===== src/rtl/bsg_mem_2rw_sync_mask_write_bit_req_ctrl.sv =====
// Purpose: valid/ready front end for a 2-port bit-masked sync RAM with same-address arbitration.
// Latency: requests reach the RAM combinationally; read responses appear 1 cycle after fire.
// Backpressure: a port stops accepting requests while its response is unconsumed (yumi frees it same cycle).
module bsg_mem_2rw_sync_mask_write_bit_req_ctrl #(
  parameter int width_p                = 8,
  parameter int els_p                  = 16,
  parameter int read_write_same_addr_p = 0,
  parameter int addr_width_lp          = (els_p > 1) ? $clog2(els_p) : 1
) (
  input  logic                     clk_i,
  input  logic                     reset_n_i,

  input  logic                     a_v_i,
  input  logic                     a_w_i,
  input  logic [addr_width_lp-1:0] a_addr_i,
  input  logic [width_p-1:0]       a_data_i,
  input  logic [width_p-1:0]       a_w_mask_i,
  output logic                     a_ready_o,
  output logic [width_p-1:0]       a_data_o,
  output logic                     a_v_o,
  input  logic                     a_yumi_i,

  input  logic                     b_v_i,
  input  logic                     b_w_i,
  input  logic [addr_width_lp-1:0] b_addr_i,
  input  logic [width_p-1:0]       b_data_i,
  input  logic [width_p-1:0]       b_w_mask_i,
  output logic                     b_ready_o,
  output logic [width_p-1:0]       b_data_o,
  output logic                     b_v_o,
  input  logic                     b_yumi_i,

  output logic                     mem_a_v_o,
  output logic                     mem_a_w_o,
  output logic [addr_width_lp-1:0] mem_a_addr_o,
  output logic [width_p-1:0]       mem_a_data_o,
  output logic [width_p-1:0]       mem_a_w_mask_o,
  input  logic [width_p-1:0]       mem_a_data_i,

  output logic                     mem_b_v_o,
  output logic                     mem_b_w_o,
  output logic [addr_width_lp-1:0] mem_b_addr_o,
  output logic [width_p-1:0]       mem_b_data_o,
  output logic [width_p-1:0]       mem_b_w_mask_o,
  input  logic [width_p-1:0]       mem_b_data_i
);

  localparam bit rw_same_lp = (read_write_same_addr_p != 0);

  logic               collision;
  logic               a_lose, b_lose;
  logic               a_slot_free, b_slot_free;
  logic               a_fire, b_fire;

  logic               a_inflight_q, a_inflight_d;
  logic               b_inflight_q, b_inflight_d;
  logic               a_hold_v_q, a_hold_v_d;
  logic               b_hold_v_q, b_hold_v_d;
  logic [width_p-1:0] a_hold_data_q, a_hold_data_d;
  logic [width_p-1:0] b_hold_data_q, b_hold_data_d;
  logic               prio_b_q, prio_b_d;

  // Same-address pairs the RAM cannot service in one cycle; write-write always conflicts
  always_comb begin
    collision = a_v_i & b_v_i & (a_addr_i == b_addr_i) & (a_w_i | b_w_i)
              & (~rw_same_lp | (a_w_i & b_w_i));
  end

  assign a_lose = collision &  prio_b_q;
  assign b_lose = collision & ~prio_b_q;

  // A port may take a new request only if its response slot is empty or being emptied now
  assign a_v_o       = a_inflight_q | a_hold_v_q;
  assign b_v_o       = b_inflight_q | b_hold_v_q;
  assign a_slot_free = ~a_v_o | a_yumi_i;
  assign b_slot_free = ~b_v_o | b_yumi_i;
  assign a_ready_o   = a_slot_free & ~a_lose;
  assign b_ready_o   = b_slot_free & ~b_lose;
  assign a_fire      = a_v_i & a_ready_o;
  assign b_fire      = b_v_i & b_ready_o;

  // Held data wins; otherwise the RAM output is live for the cycle after the read
  assign a_data_o = a_hold_v_q ? a_hold_data_q : mem_a_data_i;
  assign b_data_o = b_hold_v_q ? b_hold_data_q : mem_b_data_i;

  assign mem_a_v_o      = a_fire;
  assign mem_a_w_o      = a_w_i;
  assign mem_a_addr_o   = a_addr_i;
  assign mem_a_data_o   = a_data_i;
  assign mem_a_w_mask_o = a_w_mask_i;
  assign mem_b_v_o      = b_fire;
  assign mem_b_w_o      = b_w_i;
  assign mem_b_addr_o   = b_addr_i;
  assign mem_b_data_o   = b_data_i;
  assign mem_b_w_mask_o = b_w_mask_i;

  // Next-state for response tracking and the priority toggle
  always_comb begin
    a_inflight_d  = a_fire & ~a_w_i;
    b_inflight_d  = b_fire & ~b_w_i;
    a_hold_v_d    = a_hold_v_q;
    a_hold_data_d = a_hold_data_q;
    b_hold_v_d    = b_hold_v_q;
    b_hold_data_d = b_hold_data_q;
    // Capture the RAM output if unconsumed, since a later access may change it
    if (a_inflight_q & ~a_yumi_i) begin
      a_hold_v_d    = 1'b1;
      a_hold_data_d = mem_a_data_i;
    end else if (a_hold_v_q & a_yumi_i) begin
      a_hold_v_d    = 1'b0;
    end
    if (b_inflight_q & ~b_yumi_i) begin
      b_hold_v_d    = 1'b1;
      b_hold_data_d = mem_b_data_i;
    end else if (b_hold_v_q & b_yumi_i) begin
      b_hold_v_d    = 1'b0;
    end
    // B gets priority after losing once, and gives it back as soon as it fires
    prio_b_d = prio_b_q;
    if (b_lose)      prio_b_d = 1'b1;
    else if (b_fire) prio_b_d = 1'b0;
  end

  // State registers, cleared asynchronously so responses vanish immediately on reset
  always_ff @(posedge clk_i or negedge reset_n_i) begin
    if (!reset_n_i) begin
      a_inflight_q  <= 1'b0;
      b_inflight_q  <= 1'b0;
      a_hold_v_q    <= 1'b0;
      b_hold_v_q    <= 1'b0;
      a_hold_data_q <= '0;
      b_hold_data_q <= '0;
      prio_b_q      <= 1'b0;
    end else begin
      a_inflight_q  <= a_inflight_d;
      b_inflight_q  <= b_inflight_d;
      a_hold_v_q    <= a_hold_v_d;
      b_hold_v_q    <= b_hold_v_d;
      a_hold_data_q <= a_hold_data_d;
      b_hold_data_q <= b_hold_data_d;
      prio_b_q      <= prio_b_d;
    end
  end

`ifndef SYNTHESIS
  a_yumi_legal: assert property (@(posedge clk_i) disable iff (!reset_n_i) a_yumi_i |-> a_v_o);
  b_yumi_legal: assert property (@(posedge clk_i) disable iff (!reset_n_i) b_yumi_i |-> b_v_o);
  a_v_in_reset: assert property (@(posedge clk_i) !reset_n_i |-> !a_v_o);
  b_v_in_reset: assert property (@(posedge clk_i) !reset_n_i |-> !b_v_o);
`endif

endmodule


===== config.mk =====
export PLATFORM = sky130hd
export DESIGN_NAME = bsg_mem_2rw_sync_mask_write_bit_req_ctrl
export DESIGN_NICKNAME = d
export VERILOG_FILES = /design/src/rtl/bsg_mem_2rw_sync_mask_write_bit_req_ctrl.sv
export SDC_FILE = /design/constraint.sdc
export NUM_CORES = 1
export LEC_CHECK = 0
export ABC_AREA = 1
export CAP_MARGIN = 20
export CORE_ASPECT_RATIO = 1.5
export CORE_UTILIZATION = 28
export CTS_CLUSTER_SIZE = 40
export DETAILED_ROUTE_END_ITERATION = 10
export PLACE_DENSITY = 0.82
export SYNTH_ARGS = -nofsm -noshare
export SYNTH_HDL_FRONTEND = slang
export SYNTH_SLANG_ARGS = --single-unit

===== constraint.sdc =====
create_clock -name clk_i -period 1.1 [get_ports clk_i]
set_input_delay 0.22 -clock clk_i [delete_from_list [all_inputs] [get_ports clk_i]]
set_output_delay 0.22 -clock clk_i [all_outputs]
set_load 0.02 [all_outputs]

# ---- Word level (Yosys, flattened, before mapping)
# Cells that the tools add are included.
dict set report totals {
  reg_bits 21
  input_bits 64
  word_cells 48
}
dict set report op_classes {
  n_eq_ne 1
  mux 8
  bitwise_logic 29
  n_reduce_logical 3
}
# operator count
set op_table {}
lappend op_table {{two-way mux 8 bit} 2}
lappend op_table {{AND 1 bit} 15}
lappend op_table {{NOT 1 bit} 9}
lappend op_table {{two-way mux 1 bit} 6}
lappend op_table {{nonzero test 2 bit} 3}
lappend op_table {{OR 1 bit} 5}
lappend op_table {{== test 4 bit} 1}

# ---- Depth between registers and ports, before layout
# Gate-level depths: netlist of the first run.
dict set report logic_depth {
  word_depth 9
  ltp_mapped 8
  ltp_nobuf 8
}

# ---- Worst setup path after synthesis of the first run
# No wires, ideal clock.
dict set report synth_path {
  kind {register to output}
  startpoint {register b_hold_v_q}
  endpoint {output port b_ready_o}
  arrival_ns 1.172
  slack_ns -0.292
  stages_incl_launch_ff 5
  cell_sequence {dfrtp_1 -> or2_1 -> nand2_2 -> inv_2 -> nor2_1}
}
dict set report synth_between {
  elab_chain_len 4
}
# element line
set synth_rtl {}
lappend synth_rtl {{from (decl)} 58} ;# logic b_hold_v_q, b_hold_v_d;
lappend synth_rtl {{from (signal assigned)} 138} ;# b_hold_v_q <= b_hold_v_d;
lappend synth_rtl {{OR 1 bit} 74} ;# assign b_v_o = b_inflight_q | b_hold_v_q;
lappend synth_rtl {{via b_v_o} 30} ;# output logic b_v_o,
lappend synth_rtl {{NOT 1 bit} 76} ;# assign b_slot_free = ~b_v_o | b_yumi_i;
lappend synth_rtl {{OR 1 bit} 76}
lappend synth_rtl {{AND 1 bit} 78} ;# assign b_ready_o = b_slot_free & ~b_lose;
lappend synth_rtl {{to (decl)} 28} ;# output logic b_ready_o,
# The timed path passes the listed nets, and every way through them passes these cells.

# ---- Worst setup path in the final report of the first run
dict set report layout_path {
  startpoint {register a_inflight_q}
  endpoint {output port mem_a_v_o}
}
dict set report layout_between {
  elab_chain_len 5
}
# element line
set layout_rtl {}
lappend layout_rtl {{from (decl)} 55} ;# logic a_inflight_q, a_inflight_d;
lappend layout_rtl {{from (signal assigned)} 135} ;# a_inflight_q <= a_inflight_d;
lappend layout_rtl {{OR 1 bit} 73} ;# assign a_v_o = a_inflight_q | a_hold_v_q;
lappend layout_rtl {{NOT 1 bit} 75} ;# assign a_slot_free = ~a_v_o | a_yumi_i;
lappend layout_rtl {{OR 1 bit} 75}
lappend layout_rtl {{AND 1 bit} 77} ;# assign a_ready_o = a_slot_free & ~a_lose;
lappend layout_rtl {{AND 1 bit} 79} ;# assign a_fire = a_v_i & a_ready_o;
lappend layout_rtl {{to (decl)} 33} ;# output logic mem_a_v_o,
# Every way passes these cells.

==> results.sh, run 1 <==
export IMPL_netlist_top_cell_by_area="sky130_fd_sc_hd__dfrtp_1"
export IMPL_crit_type="register to output port"
export IMPL_post_dp_hpwl_um=2549
export IMPL_clock_sink_count=21
export IMPL_antenna_diode_count=0
export IMPL_finalCritPeriodShare_pct=133.1
export IMPL_crit_chain="or2_4 > nand2_4 > nand3_2 > inv_2 > buf_6"
export IMPL_final_critical_path_required_period_ps=1464
export IMPL_grt_pass1_wl_um=5430
export IMPL_synth_seq_cells=21
export IMPL_worst_endpoint_arrival_ps=1240
export IMPL_critical_path_startpoint_type="register"
export IMPL_detail_route_wirelength_um=3413
export IMPL_synth_enable_flop_cells=0
export IMPL_remaining_drc_errors=0
export IMPL_gp_congestion=0.7565
export IMPL_dominantRegCellSynth="sky130_fd_sc_hd__dfrtp_1"
export IMPL_ir_drop_mv=0.4838
export IMPL_post_dp_cell_area_mm2=0.002004
export IMPL_finalSetupTns_ps=-5811
export IMPL_fin_nets=309
export IMPL_synth_yosys_warnings=0
export IMPL_tritoncts_clock_tree="yes"
export IMPL_port_buffer_count=63
export IMPL_design_portCount=128
export IMPL_post_synth_main_area_contributors="sky130_fd_sc_hd__dfrtp_1, sky130_fd_sc_hd__buf_4, sky130_fd_sc_hd__nand2_1"
export IMPL_hold_class="primary input to async pin"
export IMPL_synth_cells_most_frequent="sky130_fd_sc_hd__nand2_1, sky130_fd_sc_hd__buf_4, sky130_fd_sc_hd__inv_1, sky130_fd_sc_hd__o21ai_0, sky130_fd_sc_hd__dfrtp_1"
export IMPL_synth_async_sr_flop_share_pct=100.0
export IMPL_clk_latency_ps=260
export IMPL_required_ps=880
export IMPL_floorplan_die_height_um=90.18
export IMPL_stdcell_area_mm2=0.002161
export IMPL_synth_area_per_cell_um2=7.293
export IMPL_post_place_ws_ps=-1113
export IMPL_crit_path_max_incr_delay_ps=390
export IMPL_clk_transition_reported_paths_ps=80
export IMPL_rsz0062_at_grt="yes"
export IMPL_combined_global_route_utilization_of_all_metal_layers_pct=13.19
export IMPL_maximum_number_of_pins_on_one_net_before_global_route_repair=22
export IMPL_synth_seq_area_share_pct=36.21
export IMPL_initial_core_util_pct=29.70
export IMPL_synthSimpleGateAreaFrac_pct=20.60
export IMPL_detail_route_vias_per_cell=4.194
export IMPL_cts_root_buf="sky130_fd_sc_hd__clkbuf_8"
export IMPL_timing_max_slew_rel_slack_pct=85.04
export IMPL_power_per_cell_area_mw_per_mm2=1080
export IMPL_layout_drive_gt1_share_pct=40.98
export IMPL_post_synth_top_area_fraction_pct=36.21
export IMPL_yosysMostFrequentCell="sky130_fd_sc_hd__nand2_1"
export IMPL_detail_route_first_pass_iterations=2
export IMPL_setup_slack_of_the_critical_path_after_layout_ps=-363.9
export IMPL_outcome="complete, but fails checks"
export IMPL_synth_top_family_by_area="buffers and inverters"
export IMPL_wl_per_cell_um=11.01
export IMPL_worst_slew_pin_slew_ps=223.6
export IMPL_syn_to_final_growth_pct=48.88
export IMPL_synthDistinctLibCells=17
export IMPL_via_count=1300
export IMPL_max_cap_viol_count=0
export IMPL_via_count_of_the_first_global_routing_pass=1279
export IMPL_post_synth_mux_area_share_pct=0
export IMPL_floorplan_rows=31
export IMPL_highest_layer="met4"
export IMPL_synth_compound_area_share_pct=11.03
export IMPL_wl_met1_um=1214
export IMPL_post_synth_inst_count=199
export IMPL_cts_inserted_buffers=3
export IMPL_cts_htree_levels=1
export IMPL_drt_initial_drc_count=29
export IMPL_setup_viol=24
export IMPL_violations="negative setup slack"
export IMPL_met3RoutedLength_um=259
export IMPL_placeableCoreArea_mm2=0.004887
export IMPL_synth_cell_area_mm2=0.001451
export IMPL_die_width_um=60.79
export IMPL_maxClockFrequency_mhz=683.1
export IMPL_postSynthNetCount=263
export IMPL_timing_final_hold_violations=0
export IMPL_synthXorXnorAreaFrac_pct=0
export IMPL_antenna_found_initial=0
export IMPL_adder_cell_area_share_of_the_yosys_netlist_pct=0
export IMPL_global_route_overflow_total=0
export IMPL_met2WireLength_um=1814
export IMPL_total_leakage_power_nw=1.135
export IMPL_critPathMaxFanout=2
export IMPL_end_kind="output port"
export IMPL_floorplan_die_area_mm2=0.005482
export IMPL_critPathSlowestCell="sky130_fd_sc_hd__dfrtp_1"
export IMPL_final_max_slew_violation_count=0
export IMPL_drt_antenna_net_count=0
export IMPL_timing_clock_skew_ps=3.517
export IMPL_number_of_buffers_between_clock_root_and_the_deepest_sink=2
state kept, by name (all words and copies together), names as in the netlist:
name / flops
prio_b_q: 1
b_hold_v_q: 1
b_inflight_q: 1
a_hold_data_q: 8
b_hold_data_q: 8
a_hold_v_q: 1
a_inflight_q: 1
cell usage in the layout, fill, tap and decap left out:
cell,n
sky130_fd_sc_hd__o21ai_0,12
sky130_fd_sc_hd__buf_12,1
sky130_fd_sc_hd__buf_2,3
sky130_fd_sc_hd__dlygate4sd2_1,9
sky130_fd_sc_hd__inv_2,9
sky130_fd_sc_hd__buf_6,16
sky130_fd_sc_hd__nand2_2,3
sky130_fd_sc_hd__nand4_1,1
sky130_fd_sc_hd__nand2_1,43
sky130_fd_sc_hd__clkinv_2,1
sky130_fd_sc_hd__nand2_4,2
sky130_fd_sc_hd__nor2_2,3
sky130_fd_sc_hd__o21ai_1,9
sky130_fd_sc_hd__nor2_4,6
sky130_fd_sc_hd__clkdlybuf4s50_1,19
sky130_fd_sc_hd__clkbuf_8,3
sky130_fd_sc_hd__nand4_2,1
sky130_fd_sc_hd__or2_4,2
sky130_fd_sc_hd__nor3_4,1
sky130_fd_sc_hd__buf_4,27
sky130_fd_sc_hd__clkdlybuf4s15_2,4
sky130_fd_sc_hd__buf_8,2
sky130_fd_sc_hd__inv_1,26
sky130_fd_sc_hd__o21ai_2,11
sky130_fd_sc_hd__dfrtp_1,21
sky130_fd_sc_hd__nand3_1,1
sky130_fd_sc_hd__clkdlybuf4s15_1,3
sky130_fd_sc_hd__nand3_2,2
sky130_fd_sc_hd__clkbuf_2,3
worst paths after layout:
path                                  start          endpoint  slack [ps]  depth (start not counted)
min in group clk_i                    b_w_i      b_inflight_q         340                          3
max                            a_inflight_q         mem_a_v_o        -360                          5
min                               reset_n_i  a_hold_data_q[6]         310                          2
max in group asynchronous         reset_n_i  b_hold_data_q[0]         660                          2
max reg2reg                      b_hold_v_q          prio_b_q        -170                          7
min reg2reg                b_hold_data_q[4]  b_hold_data_q[4]         490                          2
worst max-delay path: cells and delay by family (launching register included):
| family | cells | cell delay, ps |
|---|---|---|
| buffers and inverters | 2 | 180 |
| AND/OR/NAND/NOR | 3 | 430 |
| flip-flops | 1 | 390 |
cells by family after synthesis:
kind of cell    after synthesis
buf+inv                      81
simple gates                 65
compound gates               32
flops                        21
layout make-up:
type	instances	area, µm²
Inverter	35	131.4
Timing Repair Buffer	87	807.0
Clock buffer	3	41.29
Fill cell	498	2726
Multi-Input combinational cell	97	568.0
Tap cell	66	82.58
Clock inverter	1	5.005
Sequential cell	21	525.5
per-stage QoR:
stage	power [mW]	std cells	hold slack, ps	util [%]
3_3_place_gp	1.761	298	440.1	41.01
3_5_place_dp	1.784	298	440.1	41.01
2_1_floorplan	1.551	199	-75.59	-
5_1_grt	2.485	310	305.3	44.21
6_report	2.334	310	305.7	44.21
4_1_cts	2.274	307	303.9	41.94
routing by layer:
metal | up-vias | global-route usage [%]
met2 | 48 | 22.71
met3 | 20 | 2.734
met1 | 579 | 13.39
li1 | 653 | -
met4 | 0 | 9.091
met5 | - | 0
where the power goes:
part	switching [mW]	internal [mW]
Sequential	0.0661	0.896
Clock	0.245	0.252
Combinational	0.433	0.443
what timing repair did:
item,CTS,global route
cloned,0,0
hold buffers,0,0
pin swaps,11,5
buffers inserted,5,3
setup endpoints to repair,35,32
resized for setup,172,53
Note: power is estimated with default switching activity, not from simulation.
==> inputs of run 2 (changes only) <==
--- a/config.mk
+++ b/config.mk
@@ -8,10 +8,12 @@
 export ABC_AREA = 1
 export CAP_MARGIN = 20
 export CORE_ASPECT_RATIO = 1.5
-export CORE_UTILIZATION = 28
+export CORE_UTILIZATION = 29
+export CTS_BUF_LIST = sky130_fd_sc_hd__clkbuf_4
 export CTS_CLUSTER_SIZE = 40
 export DETAILED_ROUTE_END_ITERATION = 10
-export PLACE_DENSITY = 0.82
+export GPL_ROUTABILITY_DRIVEN = 0
+export PLACE_DENSITY = 0.84
 export SYNTH_ARGS = -nofsm -noshare
 export SYNTH_HDL_FRONTEND = slang
 export SYNTH_SLANG_ARGS = --single-unit
==> run 2 against run 1 <==
The run still ends with negative setup slack left. Final cell count fell by 0.65%. Global-route usage barely moved. Clock-buffer cell count unchanged. Total power decreased by 7.9%. Core utilization decreased by 0.67 points. First-iteration DRC count is 3.4% lower. Wire length fell by 4.4%. Sequential power is 0.4% lower. Largest cell class unchanged.
==> results.sh, run 2 (synthesis gave the netlist of run 1 again) <==
export IMPL_postLayoutCoreUtil_pct=43.55
export IMPL_ir_drop_mv=0.3355
export IMPL_crit_chain="or2_4 > nand2_4 > nand3_4 > inv_2 > buf_6"
export IMPL_combined_global_route_utilization_of_all_metal_layers_pct=13.22
export IMPL_finalCritPeriodShare_pct=136.7
export IMPL_ff_latch_area_um2=525.5
export IMPL_power_clock_fraction_pct=17.2
export IMPL_worst_slew_pin_slew_ps=218.5
export IMPL_share_comb_of_total_power_pct=38.3
export IMPL_power_internal_mw=1.432
export IMPL_post_place_ws_ps=-1050
export IMPL_total_leakage_power_nw=1.106
export IMPL_filler_cell_count=508
export IMPL_critPathSlowestCell="sky130_fd_sc_hd__dfrtp_1"
export IMPL_maxClockFrequency_mhz=664.9
export IMPL_floorplan_rows=31
export IMPL_antenna_found_initial=0
export IMPL_global_route_overflow_total=0
export IMPL_cts_hold_buffers_added=0
export IMPL_p_sw_share_pct=33.40
export IMPL_clock_sink_count=21
export IMPL_violations="negative setup slack"
export IMPL_required_ps=880
export IMPL_drt_antenna_net_count=0
export IMPL_crit_path_max_incr_delay_ps=400
export IMPL_via_count_of_the_first_global_routing_pass=1296
export IMPL_multi_input_area_um2=570.5
export IMPL_fin_nets=307
export IMPL_max_cap_viol_count=0
export IMPL_syn_to_final_growth_pct=44.31
export IMPL_final_critical_path_required_period_ps=1504
export IMPL_post_dp_hpwl_um=2407
export IMPL_design_power_total_mw=2.151
export IMPL_end_kind="output port"
export IMPL_cts_inserted_buffers=3
export IMPL_remaining_drc_errors=0
export IMPL_cts_htree_levels=1
export IMPL_critPathMaxFanout=2
export IMPL_crit_type="register to output port"
export IMPL_grt_pass1_wl_um=5333
export IMPL_outcome="complete, but fails checks"
export IMPL_finalSetupTns_ps=-6736
export IMPL_critical_path_startpoint_type="register"
export IMPL_design_portCount=128
export IMPL_final_max_slew_violation_count=0
export IMPL_placeableCoreArea_mm2=0.004810
export IMPL_place_inst=297
export IMPL_worst_endpoint_arrival_ps=1280
export IMPL_layout_drive_gt1_share_pct=35.95
export IMPL_number_of_buffers_between_clock_root_and_the_deepest_sink=2
export IMPL_timing_clock_skew_ps=9.128
export IMPL_layoutNonFillerInstCount=308
export IMPL_detail_route_first_pass_iterations=4
export IMPL_layout_commonest_cell="sky130_fd_sc_hd__nand2_1"
export IMPL_clk_latency_ps=300
export IMPL_floorplan_die_area_mm2=0.005297
export IMPL_initial_core_util_pct=30.18
export IMPL_port_buffer_count=63
export IMPL_antenna_diode_count=0
export IMPL_drt_initial_drc_count=28
export IMPL_timing_final_hold_violations=0
export IMPL_timing_max_slew_rel_slack_pct=85.39
export IMPL_top_regs="a_hold_data_q x8, b_hold_data_q x8"
export IMPL_layout_cells_most_common_list="sky130_fd_sc_hd__nand2_1, sky130_fd_sc_hd__inv_1, sky130_fd_sc_hd__buf_4"
export IMPL_cts_root_buf="sky130_fd_sc_hd__clkbuf_4"
export IMPL_setup_slack_of_the_critical_path_after_layout_ps=-404.1
export IMPL_setup_viol=23
export IMPL_wl_per_cell_um=10.60
export IMPL_power_per_cell_area_mw_per_mm2=1027
export IMPL_tritoncts_clock_tree="yes"
export IMPL_hold_class="primary input to async pin"
export IMPL_seq_power_share_pct=44.5
export IMPL_rsz0062_at_grt="yes"
export IMPL_floorplan_die_height_um=88.65
export IMPL_via_count=1320
export IMPL_die_width_um=59.76
export IMPL_detail_route_wirelength_um=3264
export IMPL_maximum_number_of_pins_on_one_net_before_global_route_repair=22
export IMPL_detail_route_vias_per_cell=4.286
export IMPL_clk_transition_reported_paths_ps=120
export IMPL_switchingPower_mw=0.7183
[run 2: path summary, 6_finish.rpt]
check | start | to | slack [ps] | cells past startpoint
max | b_inflight_q | mem_b_v_o | -400 | 5
min | reset_n_i | a_hold_data_q[3] | 240 | 2
max reg2reg | b_inflight_q | prio_b_q | -20 | 6
min reg2reg | b_hold_data_q[6] | b_hold_data_q[6] | 500 | 2
max in group asynchronous | reset_n_i | b_hold_data_q[3] | 720 | 2
min in group clk_i | a_w_i | a_inflight_q | 330 | 3
[run 2: final cells by class]
type	count	share of cell area (%)
Tap cell	66	3.943
Clock buffer	3	1.075
Timing Repair Buffer	85	36.14
Multi-Input combinational cell	97	27.24
Inverter	35	6.272
Clock inverter	1	0.2389
Sequential cell	21	25.09
[run 2: worst max-delay path: cells and delay by family (launching register included)]
family / cells / cell delay [ps]
and+or+nand+nor: 3 / 430
DFF: 1 / 400
buffers and inverters: 2 / 160
[run 2: power by group through the flow]
| stage | clock network [mW] | registers (mW) | logic (mW) |
|---|---|---|---|
| CTS | 0.400 | 0.958 | 0.789 |
| finish | 0.369 | 0.958 | 0.824 |
| floorplan | 0 | 0.963 | 0.588 |
| detailed placement | 0 | 0.973 | 0.808 |
| global route | 0.425 | 0.975 | 0.913 |
| global placement | 0 | 0.968 | 0.792 |
[run 2: metal layers]
layer	share of wire, %	GRT usage [%]
met5	0	0
met3	6.4	1.023
met1	36	13.19
met4	4.6	9.725
met2	53	24.65
[run 2: stage by stage]
stage	hold WS, ps	area (µm²)
2_1_floorplan	-75.59	1494
3_3_place_gp	440.1	2009
3_5_place_dp	440.1	2009
4_1_cts	229.5	2027
5_1_grt	227.4	2095
6_report	237.7	2095
[run 2: timing repair]
item	in CTS	in global routing
setup endpoints to repair	35	26
setup buffers	3	6
resized for setup	166	26
pin swaps	10	6
==> inputs of run 3 (changes only) <==
==> constraint.sdc (replaced) <==
create_clock -name clk_i -period 1.1 [get_ports clk_i]
set_input_delay 0.11 -clock clk_i [delete_from_list [all_inputs] [get_ports clk_i]]
set_output_delay 0.11 -clock clk_i [all_outputs]
set_load 0.02 [all_outputs]
==> run 3 against run 2 <==
Die area is the same. Fmax grew 6.9%. Sequential share of layout area shrank 0.16 points. Register-to-register slack lost 80 ps. Worst setup slack gained 98 ps. Wire length shrank 1.2%. Via count shrank 2.5%. The run still ends with negative setup slack left. Clock-buffer cell count grew 1. Total power grew 1.4%. Critical path type unchanged. Non-clock buffer count shrank 3. Clock power grew 5%.
==> results.sh, run 3 (synthesis gave the netlist of run 1 again) <==
export IMPL_violations="negative setup slack"
export IMPL_ir_drop_mv=0.3813
export IMPL_crit_type="register to output port"
export IMPL_clock_sink_count=21
export IMPL_tritoncts_clock_tree="yes"
export IMPL_detail_route_first_pass_iterations=4
export IMPL_reg2reg_setup_slack_ps=-100
export IMPL_timing_final_hold_violations=0
export IMPL_wl_per_cell_um=10.57
export IMPL_critical_path_startpoint_type="register"
export IMPL_worst_endpoint_arrival_ps=1300
export IMPL_fin_nets=304
export IMPL_switchingPower_mw=0.7029
export IMPL_crit_path_max_incr_delay_ps=410
export IMPL_initial_core_util_pct=30.18
export IMPL_layout_drive_gt1_share_pct=32.22
export IMPL_share_comb_of_total_power_pct=38.3
export IMPL_r2r_end="a_inflight_q"
export IMPL_maxClockFrequency_mhz=711.0
export IMPL_grt_pass1_wl_um=4988
export IMPL_maximum_number_of_pins_on_one_net_before_global_route_repair=22
export IMPL_placeableCoreArea_mm2=0.004810
export IMPL_detail_route_vias_per_cell=4.220
export IMPL_power_internal_mw=1.478
export IMPL_finalCritPeriodShare_pct=127.9
export IMPL_postLayoutCoreUtil_pct=43.83
export IMPL_detail_route_wirelength_um=3225
export IMPL_max_cap_viol_count=0
export IMPL_die_width_um=59.76
export IMPL_power_per_cell_area_mw_per_mm2=1034
export IMPL_filler_cell_count=502
export IMPL_timing_clock_skew_ps=4.532
export IMPL_p_sw_share_pct=32.23
export IMPL_remaining_drc_errors=0
export IMPL_combined_global_route_utilization_of_all_metal_layers_pct=12.89
export IMPL_port_buffer_count=63
export IMPL_required_ps=990
export IMPL_syn_to_final_growth_pct=45.26
export IMPL_setup_slack_of_the_critical_path_after_layout_ps=-306.5
export IMPL_cts_inserted_buffers=3
export IMPL_design_portCount=128
export IMPL_end_kind="output port"
export IMPL_clk_transition_reported_paths_ps=120
export IMPL_crit_chain="or2_4 > nand2_4 > nand3_4 > inv_2 > buf_6"
export IMPL_ff_latch_area_um2=525.5
export IMPL_antenna_diode_count=0
export IMPL_outcome="complete, but fails checks"
export IMPL_design_power_total_mw=2.181
export IMPL_critPathMaxFanout=2
export IMPL_critPathSlowestCell="sky130_fd_sc_hd__dfrtp_1"
export IMPL_cts_root_buf="sky130_fd_sc_hd__clkbuf_4"
export IMPL_drt_antenna_net_count=0
export IMPL_global_route_overflow_total=0
export IMPL_layout_commonest_cell="sky130_fd_sc_hd__nand2_1"
export IMPL_critical_path_top_delay_family="simple AND/OR/NAND/NOR gates"
export IMPL_final_max_slew_violation_count=0
export IMPL_floorplan_die_height_um=88.65
export IMPL_final_critical_path_required_period_ps=1406
export IMPL_timing_max_slew_rel_slack_pct=83.76
export IMPL_antenna_found_initial=0
export IMPL_rsz0062_at_grt="yes"
export IMPL_floorplan_die_area_mm2=0.005297
export IMPL_multi_input_area_um2=543.0
export IMPL_top_regs="a_hold_data_q x8, b_hold_data_q x8"
export IMPL_number_of_buffers_between_clock_root_and_the_deepest_sink=2
export IMPL_via_count=1287
export IMPL_cts_htree_levels=1
export IMPL_layout_cells_most_common_list="sky130_fd_sc_hd__nand2_1, sky130_fd_sc_hd__buf_4, sky130_fd_sc_hd__inv_1"
export IMPL_worst_r2r_startpoint="a_inflight_q"
export IMPL_worst_r2r_cell_count=6
export IMPL_seq_power_share_pct=43.9
export IMPL_drt_initial_drc_count=15
export IMPL_floorplan_rows=31
export IMPL_via_count_of_the_first_global_routing_pass=1180
export IMPL_power_clock_fraction_pct=17.8
export IMPL_post_place_ws_ps=-823.5
export IMPL_hold_class="primary input to async pin"
export IMPL_setup_viol=24
export IMPL_post_dp_hpwl_um=2446
export IMPL_worst_slew_pin_slew_ps=243.2
export IMPL_total_leakage_power_nw=1.130
export IMPL_clk_latency_ps=290
export IMPL_worstPathBufferInverterCount=2
run 3: cell types whose count changed in the layout (fill, tap and decap cells not counted), moves of 2 or more:
cell | previous run | this run
sky130_fd_sc_hd__inv_4 | 0 | 2
sky130_fd_sc_hd__nand2_2 | 4 | 1
sky130_fd_sc_hd__nor2_1 | 0 | 3
sky130_fd_sc_hd__clkdlybuf4s50_1 | 19 | 21
sky130_fd_sc_hd__nand2_1 | 42 | 45
sky130_fd_sc_hd__clkdlybuf4s15_1 | 3 | 0
sky130_fd_sc_hd__buf_2 | 8 | 0
sky130_fd_sc_hd__dlymetal6s2s_1 | 0 | 3
sky130_fd_sc_hd__nor2_2 | 4 | 1
run 3: worst max-delay path by stage:
| stage | startpoint | to | slack [ps] | depth (start not counted) |
|---|---|---|---|---|
| 2_1_floorplan | b_hold_v_q | mem_b_v_o | -20 | 4 |
| 3_3_place_gp | b_addr_i[3] | a_ready_o | -800 | 8 |
| 3_5_place_dp | b_addr_i[3] | a_ready_o | -820 | 8 |
| 4_1_cts | a_inflight_q | a_ready_o | -320 | 5 |
| 5_1_grt | b_hold_v_q | mem_b_v_o | -390 | 5 |
| 6_report | b_hold_v_q | mem_b_v_o | -310 | 5 |
run 3: repair_timing:
item,CTS,global route
setup endpoints to repair,34,28
pin swaps,9,3
gates resized for setup,165,27
hold buffers,0,0
buffers inserted,3,1
run 3: area by class of cell:
type                    count  share of cell area [%]
clock buffers               4                   1.424
inverters                  35                   6.469
multi-input cells          97                   25.76
flip-flops and latches     21                   24.93
well taps                  66                   3.917
repair buffers             82                   37.51
run 3: worst register-to-register path: stages, from the launching register on:
cell and delay, ps:
sky130_fd_sc_hd__dfrtp_1 390, sky130_fd_sc_hd__or2_4 260, sky130_fd_sc_hd__nand2_4 70, sky130_fd_sc_hd__nand3_2 90, sky130_fd_sc_hd__buf_4 140, sky130_fd_sc_hd__buf_4 120, sky130_fd_sc_hd__nor2_1 70
run 3: through the flow:
stage                     TNS, ps  hold WS, ps  instances  instance area [µm²]
after floorplan            -33.24       -185.6        199                 1471
after global placement     -13630        220.1        297                 1999
after detailed placement   -14140        220.1        297                 1999
after CTS                   -5200        132.1        304                 2026
after global routing        -6562        118.8        305                 2108
final                       -4223        146.6        305                 2108
run 3: power by group through the flow:
stage	clock network (mW)	logic, mW	registers (mW)
after CTS	0.427	0.797	0.959
final	0.387	0.835	0.958
after floorplan	0	0.575	0.963
after detailed placement	0	0.802	0.974
after global placement	0	0.791	0.966
after global routing	0.470	0.915	0.975
run 3: layer usage:
layer	global-route usage, %	share of wire (%)	wire [µm]
met1	13.20	35	1131
met2	23.23	55	1784
met3	1.170	5.7	185
met4	10.15	3.8	123
met5	0	0	0
==> patch 1: new RTL, config.mk and constraints of run 3 <==
Take the reset off `b_hold_data_q` and load it in a clocked block of its own.
--- a/src/rtl/bsg_mem_2rw_sync_mask_write_bit_req_ctrl.sv
+++ b/src/rtl/bsg_mem_2rw_sync_mask_write_bit_req_ctrl.sv
@@ -130,5 +130,4 @@
       b_hold_v_q    <= 1'b0;
       a_hold_data_q <= '0;
-      b_hold_data_q <= '0;
       prio_b_q      <= 1'b0;
     end else begin
@@ -138,7 +137,10 @@
       b_hold_v_q    <= b_hold_v_d;
       a_hold_data_q <= a_hold_data_d;
-      b_hold_data_q <= b_hold_data_d;
       prio_b_q      <= prio_b_d;
     end
+  end
+
+  always_ff @(posedge clk_i) begin
+    b_hold_data_q <= b_hold_data_d;
   end
 
Formal check against the unedited RTL: no difference found for any inputs over 10 cycles, from zero or initial values and one cycle with reset_n_i low; that may be too few to reach the edited logic, so the function may still have changed.
==> patch 1 against run 3 <==
- the run still ends with negative setup slack left
- critical endpoint is now mem_a_v_o
- largest power group unchanged
- critical path depth unchanged
- count of clock-buffer cells in the layout unchanged
- routed wire length down 1.9%
- cell area up 5.6%
- clock skew up 2.8 ps
- area after synthesis down 1.9%
- highest routed layer unchanged
- die area down 1.8%
- power down 0.51%
- fmax up 0.18%
- setup slack better by 2.5 ps
- sequential cell count unchanged
==> patch 1: results (changes against run 3) <==
hpwlAfterDp_um: 2380  # was 2450 um
seq_share: 0.254  # was 0.249
drtPass1Iterations: 3  # was 4
irDropWorstVdd_uv: 521  # was 381 uV
setup_viol: 24  # unchanged
worstReg2RegStart: "b_hold_v_q$_DFFE_PN0P_"  # was a_inflight_q$_DFF_PN0_
status: "finished with violations"  # unchanged
r2r_end: "prio_b_q$_DFFE_PN0P_"  # was a_inflight_q$_DFF_PN0_
skew_ps: 7.29  # was 4.53 ps
violations: "negative setup slack"  # unchanged
syn-num-nets: 247  # was 263
worst_hold_slack_ps: 105  # was 147 ps
postSynthAreaPerCell_um2: 7.78  # was 7.29 um2
yosys.cell_types.count: 20  # was 17
num-nonclk-buffers: 90  # was 82
multi_input_area_share: 0.257  # was 0.258
wirelength_um: 3160  # was 3230 um
grt_max_degree: 17  # was 22
pre_cts_slack_ps: -813  # was -824 ps
power_leakage_uw: 0.00112  # was 0.00113 uW
drive_gt1_frac: 0.448  # was 0.322
vias_per_cell: 4.09  # was 4.22
buf_share: 0.391  # was 0.375
layout.clock.cell_area_share: 0.0135  # was 0.0142
drt_iter0_drc: 6  # was 15
setup_slack_ps: -304  # was -306 ps
patch 1: changes by cell type after synthesis, sizes merged:
cell and change:
a21oi +1, buf -1, clkinv +1, dfrtp -8
edfxtp +8, inv -8, nand2 +7, nor2 +1
o21ai -16, or2 -1
patch 1: worst register-to-register path: cells and delay by family (launching register included):
| family | cells | cell delay [ps] |
|---|---|---|
| AO/OA/AOI/OAI | 1 | 70 |
| buffers and inverters | 5 | 430 |
| flip-flops | 1 | 420 |
| AND/OR/NAND/NOR | 2 | 120 |
patch 1: how the worst max path moves through the flow:
stage,start,endpoint,slack [ps],cells past startpoint
floorplan,a_hold_v_q$_DFFE_PN0P_,a_data_o[5],-90,2
global placement,b_addr_i[3],mem_a_v_o,-780,8
detailed placement,b_addr_i[3],mem_a_v_o,-810,8
CTS,a_inflight_q$_DFF_PN0_,mem_a_v_o,-320,5
global route,b_hold_v_q$_DFFE_PN0P_,mem_b_v_o,-360,6
finish,a_hold_v_q$_DFFE_PN0P_,mem_a_v_o,-300,5
patch 1: what timing repair did:
item                       CTS  global route
gates cloned                 0             0
setup endpoints to repair   32            33
setup buffers                3             3
gates resized for setup    186            32
pin swaps                   18             9
patch 1: report_power, final:
part	switching [uW]	total, uW	internal, uW
sequential	39.4	929	890
clock	217	382	165
combinational	424	859	434
total	680	2170	1490
patch 1: through the flow:
step	cells	util
floorplan	183	-
global placement	289	0.437
detailed placement	289	0.437
CTS	296	0.462
global route	296	0.482
finish	296	0.482
patch 1: routing by layer:
layer / wire length, um / vias to the layer above / GRT usage
met4: 72 / 0 / 0.0563
li1: - / 616 / -
met1: 1180 / 544 / 0.140
met5: 0 / - / 0
met3: 237 / 8 / 0.0281
met2: 1680 / 43 / 0.218
==> patch 2: new RTL, settings of run 3 <==
Made on the original files. Set the parameter `els_p` to 8 (it was 16).
--- a/src/rtl/bsg_mem_2rw_sync_mask_write_bit_req_ctrl.sv
+++ b/src/rtl/bsg_mem_2rw_sync_mask_write_bit_req_ctrl.sv
@@ -4,5 +4,5 @@
 module bsg_mem_2rw_sync_mask_write_bit_req_ctrl #(
   parameter int width_p                = 8,
-  parameter int els_p                  = 16,
+  parameter int els_p                  = 8,
   parameter int read_write_same_addr_p = 0,
   parameter int addr_width_lp          = (els_p > 1) ? $clog2(els_p) : 1
Ports: changed (resized a_addr_i, b_addr_i, mem_a_addr_o and mem_b_addr_o); port bits go from 128 to 124. No check against the original RTL was run, so the function may have changed too.
==> patch 2 against run 3 <==
- fmax is 1.3% higher
- largest cell class unchanged
- setup slack better by 18 ps
- count of clock-buffer cells in the layout unchanged
- combinational power grew 1%
- area after synthesis decreased by 1.9%
- the run still ends with negative setup slack left
- global-route usage is 0.78 points lower
- sequential cell count is the same
- power up 0.92%
- routed wire length shrank 4.8%
- cell area increased by 0.47%
- register-to-register slack better by 80 ps
==> patch 2: results (changes against run 3) <==
status: "finished with violations"  # unchanged
violations: "negative setup slack"  # unchanged
vias_per_cell: 4.23  # was 4.22
setup_slack_ps: -288  # was -306 ps
globalRouteTotalUtil: 0.121  # was 0.129
multiInputCombCellCount: 95  # was 97
skew_ps: 7.68  # was 4.53 ps
wirelength_um: 3070  # was 3230 um
irDropWorstVdd_uv: 324  # was 381 uV
grt_pass1_wl_um: 4870  # was 4990 um
dr_wl_met3_um: 188  # was 185 um
postSynthAreaPerCell_um2: 7.30  # was 7.29 um2
multi_input_area_share: 0.246  # was 0.258
wl_met1_um: 1040  # was 1130 um
fin_setup_tns_ps: -3970  # was -4220 ps
yosysSeqAreaShare: 0.369  # was 0.362
wl_per_cell_um: 9.94  # was 10.6 um
grt_pass1_vias: 1235  # was 1,180
clock_sinks: 21  # unchanged
hpwlAfterDp_um: 2360  # was 2450 um
yosys.cell_types.count: 15  # was 17
crit_start: "b_inflight_q$_DFF_PN0_"  # was b_hold_v_q$_DFFE_PN0P_
cp_max_fo: 3  # was 2
buf_share: 0.392  # was 0.375
num-nonclk-buffers: 90  # was 82
yosys-top-cells-area: "dfrtp_1 37%, buf_4 21%, nand2_1 13%, inv_1 8.7%, o21ai_0 5.6%"  # was dfrtp_1 36%, buf_4 22%, nand2_1 12%, o21ai_0 10%, inv_1 8.5%
drtPass1Iterations: 3  # was 4
placedCellCount: 303  # was 297
hold_class: "in2reg"  # was in2async
drt_iter0_drc: 40  # was 15
dr_wl_met2_um: 1640  # was 1780 um
multi_input_area_um2: 520  # was 543 um2
ys.warnings.count: 0  # unchanged
r2r_end: "prio_b_q$_DFFE_PN0P_"  # was a_inflight_q$_DFF_PN0_
ant_nets: 0  # unchanged
power_leakage_uw: 0.00114  # was 0.00113 uW
placed_area_um2: 2020  # was 2000 um2
syn-num-nets: 257  # was 263
p_sw_frac: 0.319  # was 0.322
worst_slew_pin_slew_ps: 269  # was 243 ps
nNetsFinal: 308  # was 304
setup_viol: 23  # was 24
synth_commonest_cells: "50 x nand2_1, 40 x buf_4, 33 x inv_1"  # was 47 x nand2_1, 42 x buf_4, 33 x inv_1
reg2reg_depth: 6  # unchanged
n_fill_cell: 459  # was 502
r2r_slack_ps: -20  # was -100 ps
pre_cts_slack_ps: -747  # was -824 ps
area_growth_syn_to_layout_pct: 48.8  # was 45.3%
[patch 2: cell types whose count changed in the layout (fill, tap and decap cells not counted), sizes merged, moves of 2 or more]
cell,run 3,this run
nor2,9,4
dlygate4sd2,17,13
buf,41,53
nand4,2,0
nand2,48,53
[patch 2: worst min-delay path by stage]
stage                              endpoint  slack, ps  cells after the start
2_1_floorplan  a_hold_data_q[0]$_DFFE_PN0P_       -190                      0
3_3_place_gp                mem_a_data_o[2]        220                      0
3_5_place_dp                mem_a_data_o[2]        220                      0
4_1_cts              a_inflight_q$_DFF_PN0_        130                      2
5_1_grt              a_inflight_q$_DFF_PN0_        130                      2
6_report             a_inflight_q$_DFF_PN0_        140                      2
[patch 2: critical path: stages (launching register included)]
cell and delay [ps]:
dfrtp_1 390, or2_4 270, nand2_4 80, nand3_4 80, inv_2 50, buf_6 100
[patch 2: timing repair]
item	CTS	global route
setup buffers	1	1
setup endpoints to repair	31	26
pin swaps	11	0
gates resized for setup	176	11
hold buffers	0	0
[patch 2: power by group through the flow]
| stage | clock network (uW) | logic (uW) | registers (uW) |
|---|---|---|---|
| CTS | 416 | 834 | 968 |
| detailed placement | 0 | 814 | 981 |
| global placement | 0 | 801 | 972 |
| finish | 389 | 846 | 966 |
| floorplan | 0 | 565 | 966 |
| global route | 451 | 926 | 982 |
[patch 2: kinds of logic (layout without fill, tap and decap cells)]
group / after synthesis / after routing / share of synthesized area
buffers and inverters: 79 / 129 / 0.317
and+or+nand+nor: 63 / 63 / 0.201
AOI/OAI and AO/OA: 32 / 32 / 0.112
DFF: 21 / 21 / 0.369
[patch 2: layer usage]
metal,vias to the layer above,GRT usage
met5,-,0
met4,0,0.113
met3,22,0.0103
met2,43,0.229
met1,588,0.108
li1,655,-
